`src/rtl/seq_detect_pkg.sv`:
```
// ----------------------------------------------------------------------------
// seq_detect_pkg
//
// Purpose : Shared types and elaboration-time helpers for the parametrised
//           serial-pattern detector. The KMP transition function is evaluated
//           only on constants, so it folds into a lookup table at elaboration.
//
// Contents:
//   MaxPatW     - largest supported pattern length
//   state_max_t - state vector wide enough for any legal PAT_W
//   state_w()   - state width for a given PAT_W, i.e. $clog2(PAT_W+1)
//   next_state()- KMP transition delta(k, b) for a given pattern
//
// Optional feature macro used by the top: SEQDET_STICKY_EN
// ----------------------------------------------------------------------------
package seq_detect_pkg;

    localparam int unsigned MaxPatW = 16;
    localparam int unsigned PatIdxW = 4;   // index width into a MaxPatW vector
    localparam int unsigned SeqIdxW = 5;   // index width into a MaxPatW+1 vector

    // State vector for the widest legal pattern (0..16 needs 5 bits).
    typedef logic [4:0] state_max_t;

    // Number of bits needed to hold a matched-prefix length 0..pat_w.
    function automatic int unsigned state_w(input int unsigned pat_w);
        return $clog2(pat_w + 1);
    endfunction

    // delta(k, b): longest j <= pat_w such that the first j pattern bits equal
    // the last j bits of (first k pattern bits followed by b).
    // pattern[pat_w-1] is the first bit received. Out-of-range k yields 0.
    function automatic state_max_t next_state(
        input logic [MaxPatW-1:0] pattern,
        input int unsigned        pat_w,
        input int unsigned        k,
        input logic               b
    );
        logic [MaxPatW:0] seq;   // seq[m] = m-th bit of the candidate string
        int unsigned      len;
        int unsigned      best;
        logic             ok;

        seq  = '0;
        best = 0;
        if (pat_w == 0 || pat_w > MaxPatW || k > pat_w) begin
            return '0;
        end

        for (int unsigned m = 0; m < MaxPatW; m++) begin
            if (m < k) begin
                seq[SeqIdxW'(m)] = pattern[PatIdxW'(pat_w - 1 - m)];
            end
        end
        seq[SeqIdxW'(k)] = b;
        len = k + 1;

        for (int unsigned j = 1; j <= MaxPatW; j++) begin
            if (j <= pat_w && j <= len) begin
                ok = 1'b1;
                for (int unsigned t = 0; t < MaxPatW; t++) begin
                    if (t < j) begin
                        if (seq[SeqIdxW'(len - j + t)] != pattern[PatIdxW'(pat_w - 1 - t)]) begin
                            ok = 1'b0;
                        end
                    end
                end
                if (ok) begin
                    best = j;
                end
            end
        end
        return state_max_t'(best);
    endfunction

endpackage

```
`src/rtl/seq_detect_fsm.sv`:
```
// ----------------------------------------------------------------------------
// seq_detect_fsm
//
// Purpose : Moore state machine of the serial-pattern detector. The state is
//           the length of the longest suffix of consumed bits that is also a
//           prefix of PATTERN. Transitions come from a constant KMP table.
//
// Ports   :
//   i_clk        - clock, all state changes on posedge
//   i_reset      - synchronous active-high reset
//   i_in         - serial data bit
//   i_valid      - consume i_in this cycle; state holds otherwise
//   i_overlap    - 1: overlapping matches, 0: restart from 0 after a match
//   o_state      - current matched-prefix length (registered)
//   o_match      - registered decode of state == PAT_W
//   o_match_next - strobe: the edge at the end of this cycle enters the
//                  full-match state
// ----------------------------------------------------------------------------
module seq_detect_fsm
    import seq_detect_pkg::*;
#(
    parameter int unsigned       PAT_W   = 3,
    parameter logic [PAT_W-1:0]  PATTERN = PAT_W'(3'b101),
    localparam int unsigned      SW      = state_w(PAT_W)
) (
    input  logic          i_clk,
    input  logic          i_reset,
    input  logic          i_in,
    input  logic          i_valid,
    input  logic          i_overlap,
    output logic [SW-1:0] o_state,
    output logic          o_match,
    output logic          o_match_next
);

    localparam int unsigned   NumSt  = 2 ** SW;
    localparam logic [SW-1:0] StFull = SW'(PAT_W);

    // Transition tables indexed by the base state, one per input bit value.
    // Rows beyond PAT_W are unreachable and tied to 0.
    logic [SW-1:0] w_delta0 [NumSt];
    logic [SW-1:0] w_delta1 [NumSt];

    for (genvar k = 0; k < NumSt; k++) begin : g_delta
        assign w_delta0[k] = SW'(next_state(MaxPatW'(PATTERN), PAT_W, k, 1'b0));
        assign w_delta1[k] = SW'(next_state(MaxPatW'(PATTERN), PAT_W, k, 1'b1));
    end

    logic [SW-1:0] r_state;
    logic          r_match;
    logic [SW-1:0] w_base;
    logic [SW-1:0] w_next;

    // In non-overlap mode a completed match forgets all history, so the next
    // bit is evaluated as if it were the first after reset.
    always_comb begin
        w_base = r_state;
        if (r_state == StFull && !i_overlap) begin
            w_base = '0;
        end
        w_next = i_in ? w_delta1[w_base] : w_delta0[w_base];
    end

    always_ff @(posedge i_clk) begin
        if (i_reset) begin
            r_state <= '0;
            r_match <= 1'b0;
        end else if (i_valid) begin
            r_state <= w_next;
            r_match <= (w_next == StFull);
        end
    end

    assign o_state      = r_state;
    assign o_match      = r_match;
    assign o_match_next = i_valid && (w_next == StFull);

endmodule

```
`src/rtl/seq_detect_param.sv`:
```
// ----------------------------------------------------------------------------
// seq_detect_param
//
// Purpose : Parametrised Moore serial-pattern detector with a valid
//           qualifier, runtime overlap mode and a saturating hit counter.
//           With default parameters and overlap=1 it behaves as the classic
//           four-state "101" detector.
//
// Parameters:
//   PAT_W   - pattern length, 1..16
//   PATTERN - pattern bits, PATTERN[PAT_W-1] received first
//   CNT_W   - hit counter width, 1..32
//
// Ports   :
//   clk       - clock
//   reset     - synchronous active-high reset, highest priority
//   in        - serial data bit
//   in_valid  - consume in this cycle; everything holds when 0
//   overlap   - 1: overlapping matches counted, 0: restart after a match
//   cnt_clr   - synchronous clear of hit_count (wins over an increment)
//   out       - registered match flag (state == PAT_W)
//   match_len - current matched-prefix length
//   hit_count - saturating number of matches
//   sticky    - (only with SEQDET_STICKY_EN) set on the first counted match,
//               cleared by cnt_clr or reset
//
// Optional feature macro: SEQDET_STICKY_EN
// ----------------------------------------------------------------------------
module seq_detect_param
    import seq_detect_pkg::*;
#(
    parameter int unsigned       PAT_W   = 3,
    parameter logic [PAT_W-1:0]  PATTERN = PAT_W'(3'b101),
    parameter int unsigned       CNT_W   = 8,
    localparam int unsigned      SW      = state_w(PAT_W)
) (
    input  logic             clk,
    input  logic             reset,
    input  logic             in,
    input  logic             in_valid,
    input  logic             overlap,
    input  logic             cnt_clr,
    output logic             out,
    output logic [SW-1:0]    match_len,
    output logic [CNT_W-1:0] hit_count
`ifdef SEQDET_STICKY_EN
    ,
    output logic             sticky
`endif
);

    if (PAT_W < 1 || PAT_W > MaxPatW) begin : g_bad_pat_w
        $error("seq_detect_param: PAT_W out of range 1..16");
    end
    if (CNT_W < 1 || CNT_W > 32) begin : g_bad_cnt_w
        $error("seq_detect_param: CNT_W out of range 1..32");
    end

    localparam logic [CNT_W-1:0] CntMax = '1;

    logic [SW-1:0] w_state;
    logic          w_match;
    logic          w_match_next;

    seq_detect_fsm #(
        .PAT_W   (PAT_W),
        .PATTERN (PATTERN)
    ) u_fsm (
        .i_clk        (clk),
        .i_reset      (reset),
        .i_in         (in),
        .i_valid      (in_valid),
        .i_overlap    (overlap),
        .o_state      (w_state),
        .o_match      (w_match),
        .o_match_next (w_match_next)
    );

    logic [CNT_W-1:0] r_hit_count;

    // Counts on the same edge the FSM enters the full-match state, so the
    // count and out change together.
    always_ff @(posedge clk) begin
        if (reset) begin
            r_hit_count <= '0;
        end else if (cnt_clr) begin
            r_hit_count <= '0;
        end else if (w_match_next && r_hit_count != CntMax) begin
            r_hit_count <= r_hit_count + CNT_W'(1);
        end
    end

`ifdef SEQDET_STICKY_EN
    logic r_sticky;

    // Keeps setting on matches past saturation; only a clear drops it.
    always_ff @(posedge clk) begin
        if (reset) begin
            r_sticky <= 1'b0;
        end else if (cnt_clr) begin
            r_sticky <= 1'b0;
        end else if (w_match_next) begin
            r_sticky <= 1'b1;
        end
    end

    assign sticky = r_sticky;
`endif

    assign out       = w_match;
    assign match_len = w_state;
    assign hit_count = r_hit_count;

endmodule

```
`config.mk`:
```
export PLATFORM = sky130hd
export DESIGN_NAME = seq_detect_param
export DESIGN_NICKNAME = d
export VERILOG_FILES = /design/src/rtl/seq_detect_pkg.sv /design/src/rtl/seq_detect_fsm.sv /design/src/rtl/seq_detect_param.sv
export SDC_FILE = /design/constraint.sdc
export NUM_CORES = 1
export LEC_CHECK = 0
export ABC_CLOCK_PERIOD_IN_PS = 3900
export BUFFER_PORTS_ARGS = -buffer_cell sky130_fd_sc_hd__buf_2
export CORE_UTILIZATION = 42
export CTS_CLUSTER_SIZE = 28
export DETAILED_ROUTE_END_ITERATION = 6
export HOLD_SLACK_MARGIN = 0.06
export PLACE_DENSITY_LB_ADDON = 0.12
export SYNTH_ARGS = -nofsm -noshare
export SYNTH_HDL_FRONTEND = slang
export SYNTH_HIERARCHICAL = 1
export SYNTH_SLANG_ARGS = --single-unit
```
`constraint.sdc`:
```
create_clock -name clk -period 3.9 [get_ports clk]
set_input_delay 0.585 -clock clk [delete_from_list [all_inputs] [get_ports clk]]
set_output_delay 0.585 -clock clk [all_outputs]
set_load 0.01 [all_outputs]
```
==> impl_metrics.env <==
export IMPL_place_inst=92
export IMPL_slew_limit_headroom_pct=71.1
export IMPL_yosysSeqAreaShare_pct=38.1
export IMPL_fmax_ghz=0.612
export IMPL_min_path_cells=2
export IMPL_r2r_slack_ns=2.33
export IMPL_io_pins=17
export IMPL_drive_above_1_share_pct=29.6
export IMPL_drc=0
export IMPL_critPathArrivalTime_ns=1.80
export IMPL_clockPowerShare_pct=38.1
export IMPL_vdd_ir_drop_worst_mv=0.162
export IMPL_h_tree_depth=1
export IMPL_worstPathMaxFanout=5
export IMPL_cp_required_ns=4.07
export IMPL_portBuffers=16
export IMPL_place_area_um2=669
export IMPL_reg2reg_to="hit_count[5]$_SDFFE_PP0P_"
export IMPL_critPathLaunchType="input port"
export IMPL_clock_latency_ns=0.27
export IMPL_drv_slew=0
export IMPL_die_h_um=39.1
export IMPL_cts_buffers_inserted=3
export IMPL_root_buffer="clkbuf_4"
export IMPL_grt_max_degree=10
export IMPL_initial_core_util_pct=45.0
export IMPL_reg2regPathDepth=6
export IMPL_seq_power_share_pct=55.6
export IMPL_skew_ns=0.00233
export IMPL_p_leak_nw=0.306
export IMPL_fin_crit_sh_pct=41.9
export IMPL_clockBufferDepth=2
export IMPL_via_count=519
export IMPL_rsz0062_at_grt="false"
export IMPL_tritoncts="built"
export IMPL_r2r_start="u_fsm/o_state[0]$_SDFFE_PP0P_"
export IMPL_endpoint_kind="flip-flop"
export IMPL_row_count=13
export IMPL_synth_cell_types=27
export IMPL_die_area_um2=1530
export IMPL_syn_avg_cell_area_um2=9.32
export IMPL_status="finished clean"
export IMPL_grt_usage_pct=17.3
export IMPL_cap_violations=0
export IMPL_cts_hold_buf=0
export IMPL_wl_per_cell_um=11.4
export IMPL_p_sw_mw=0.0473
export IMPL_cts_resized=0
export IMPL_die_w_um=39.1
export IMPL_grt_overflow=0
export IMPL_area_growth_pct=20.3
export IMPL_cp_slowest_cell="a2111oi_4"
export IMPL_max_stage_delay_ns=0.33
export IMPL_tightest_slew_ns=0.432
export IMPL_fin_crit_ns=1.64
export IMPL_sw_frac_of_total_pct=23.0
export IMPL_final_nets=89
export IMPL_post_dp_hpwl_um=831
export IMPL_antennaDiodeCount=0
export IMPL_ant_nets=0
export IMPL_min_from="u_fsm/o_match$_SDFFE_PP0P_"
export IMPL_finalSetupViolations=0
export IMPL_crit_type="in -> reg"
export IMPL_path_clk_slew_ns=0.07
export IMPL_p_int_mw=0.158
export IMPL_finalHoldViolations=0
export IMPL_design_area_um2=696
export IMPL_dr_pass1_iters=2
export IMPL_yosys_warnings=6
export IMPL_synthCells=62
export IMPL_fin_setup_tns_ns=0
export IMPL_stdcell_count=96
export IMPL_grt_pass1_vias=410
export IMPL_powerDensity_nw_per_um2=296
export IMPL_gp_congestion=0.765
export IMPL_grt_pass1_wl_um=1730
export IMPL_antenna_found_initial=0
export IMPL_ys_ff_latch=11
export IMPL_syn_nets=69
export IMPL_syn_area_um2=578
export IMPL_drtIter0Drc=12
export IMPL_routed_wirelength_um=1100
export IMPL_path_cells="buf_2 > nor2b_4 > nand3_2 > inv_1 > and4_1 > a31oi_1 > a2111oi_4"
export IMPL_viasPerCell=5.41
export IMPL_coreArea_um2=1280
export IMPL_holdPathEnd="u_fsm/o_match$_SDFFE_PP0P_"
export IMPL_power_frac_comb_pct=6.3
export IMPL_post_cts_buffers=0
export IMPL_clock_sinks=11
export IMPL_min_path_type="reg -> reg"
## state kept, by name, indices dropped and copies added, names as in the netlist
signal	flops
u_fsm/o_state	2
hit_count	8
u_fsm/o_match	1
## through the flow
stage               power, mW  util [%]  setup WS, ns  hold WS (ns)
floorplan               0.123         -          2.21         0.493
CTS                     0.209      54.1          2.27         0.479
global route            0.216      54.1          2.18         0.515
global placement        0.130      52.1          2.05         0.468
detailed placement      0.130      52.1          1.99         0.468
finish                  0.206      54.1          2.26         0.473
## layout by cell type, fill, tap and decap left out, types with 3 or more instances in the layout
cell and count:
clkbuf_4 3, buf_2 16, or3_1 3, inv_1 3
dfxtp_1 11, nand2_1 7, mux2i_1 5, a21oi_1 5
and3_1 3
## metal layers
layer	up-vias	track usage, %	wire length, um
li1	269	-	-
met1	236	21.5	542
met2	12	24.6	501
met3	2	5.20	43
met4	0	12.9	11
met5	-	0	0
## kinds of logic (layout without fill, tap and decap cells)
family                     after synthesis  count (layout)  share of synthesized area [%]
AOI/OAI and AO/OA                       13              13                           18.0
adders and majority gates                1               1                           2.16
buffers and inverters                    4              23                           3.25
DFF                                     11              11                           38.1
muxes                                    5               5                           8.66
and+or+nand+nor                         28              28                           29.9
## critical path, delay by kind of cell
| family | cells | cell delay (ns) |
|---|---|---|
| buffers and inverters | 2 | 0.21 |
| and+or+nand+nor | 3 | 0.53 |
| AOI/OAI and AO/OA | 2 | 0.47 |
## synthesized netlist by cell type
cell type  count  area, um^2
mux2i_1        5        50.1
and3b_1        1        8.76
a31oi_1        1        6.26
nor4_1         1        6.26
ha_1           1        12.5
dfxtp_1       11         220
nand3_2        1        10.0
a21oi_1        5        25.0
nand2b_1       1        6.26
a21boi_2       1        11.3
and4_1         2        17.5
o21ai_0        1        5.00
inv_1          3        11.3
a21boi_1       2        15.0
nor2b_4        1        13.8
o21ai_1        1        5.00
nand3_1        2        10.0
nand2_1        7        26.3
or3_1          3        18.8
nor2_1         2        7.51
or4_1          1        7.51
a2111oi_4      1        27.5
buf_4          1        7.51
nand4b_1       1        8.76
nand4_1        2        12.5
a21oi_2        1        8.76
and3_1         3        18.8
## power groups by stage
stage                     logic (mW)  registers (mW)  clock network (mW)
after global routing          0.0144           0.114              0.0876
after global placement        0.0133           0.117                   0
after detailed placement      0.0132           0.117                   0
after floorplan              0.00557           0.117                   0
after CTS                     0.0132           0.114              0.0811
final                         0.0131           0.114              0.0784
## final cells by class
type | instances | area [um^2]
tap | 15 | 18.8
inverter | 3 | 11.3
clock buffer | 4 | 26.3
multi-input combinational | 47 | 339
timing repair buffer | 16 | 80.1
sequential | 11 | 220
fill | 118 | 589
## worst max path at each step
stage | slack, ns | cells after the start | end | start
after floorplan | 2.21 | 6 | hit_count[5]$_SDFFE_PP0P_ | in
after global placement | 2.05 | 7 | hit_count[5]$_SDFFE_PP0P_ | in
after detailed placement | 1.99 | 7 | hit_count[5]$_SDFFE_PP0P_ | in
after CTS | 2.27 | 7 | hit_count[5]$_SDFFE_PP0P_ | in
after global routing | 2.18 | 7 | hit_count[5]$_SDFFE_PP0P_ | in
final | 2.26 | 7 | hit_count[5]$_SDFFE_PP0P_ | in
No activity file was read; power rests on OpenSTA's default activity.
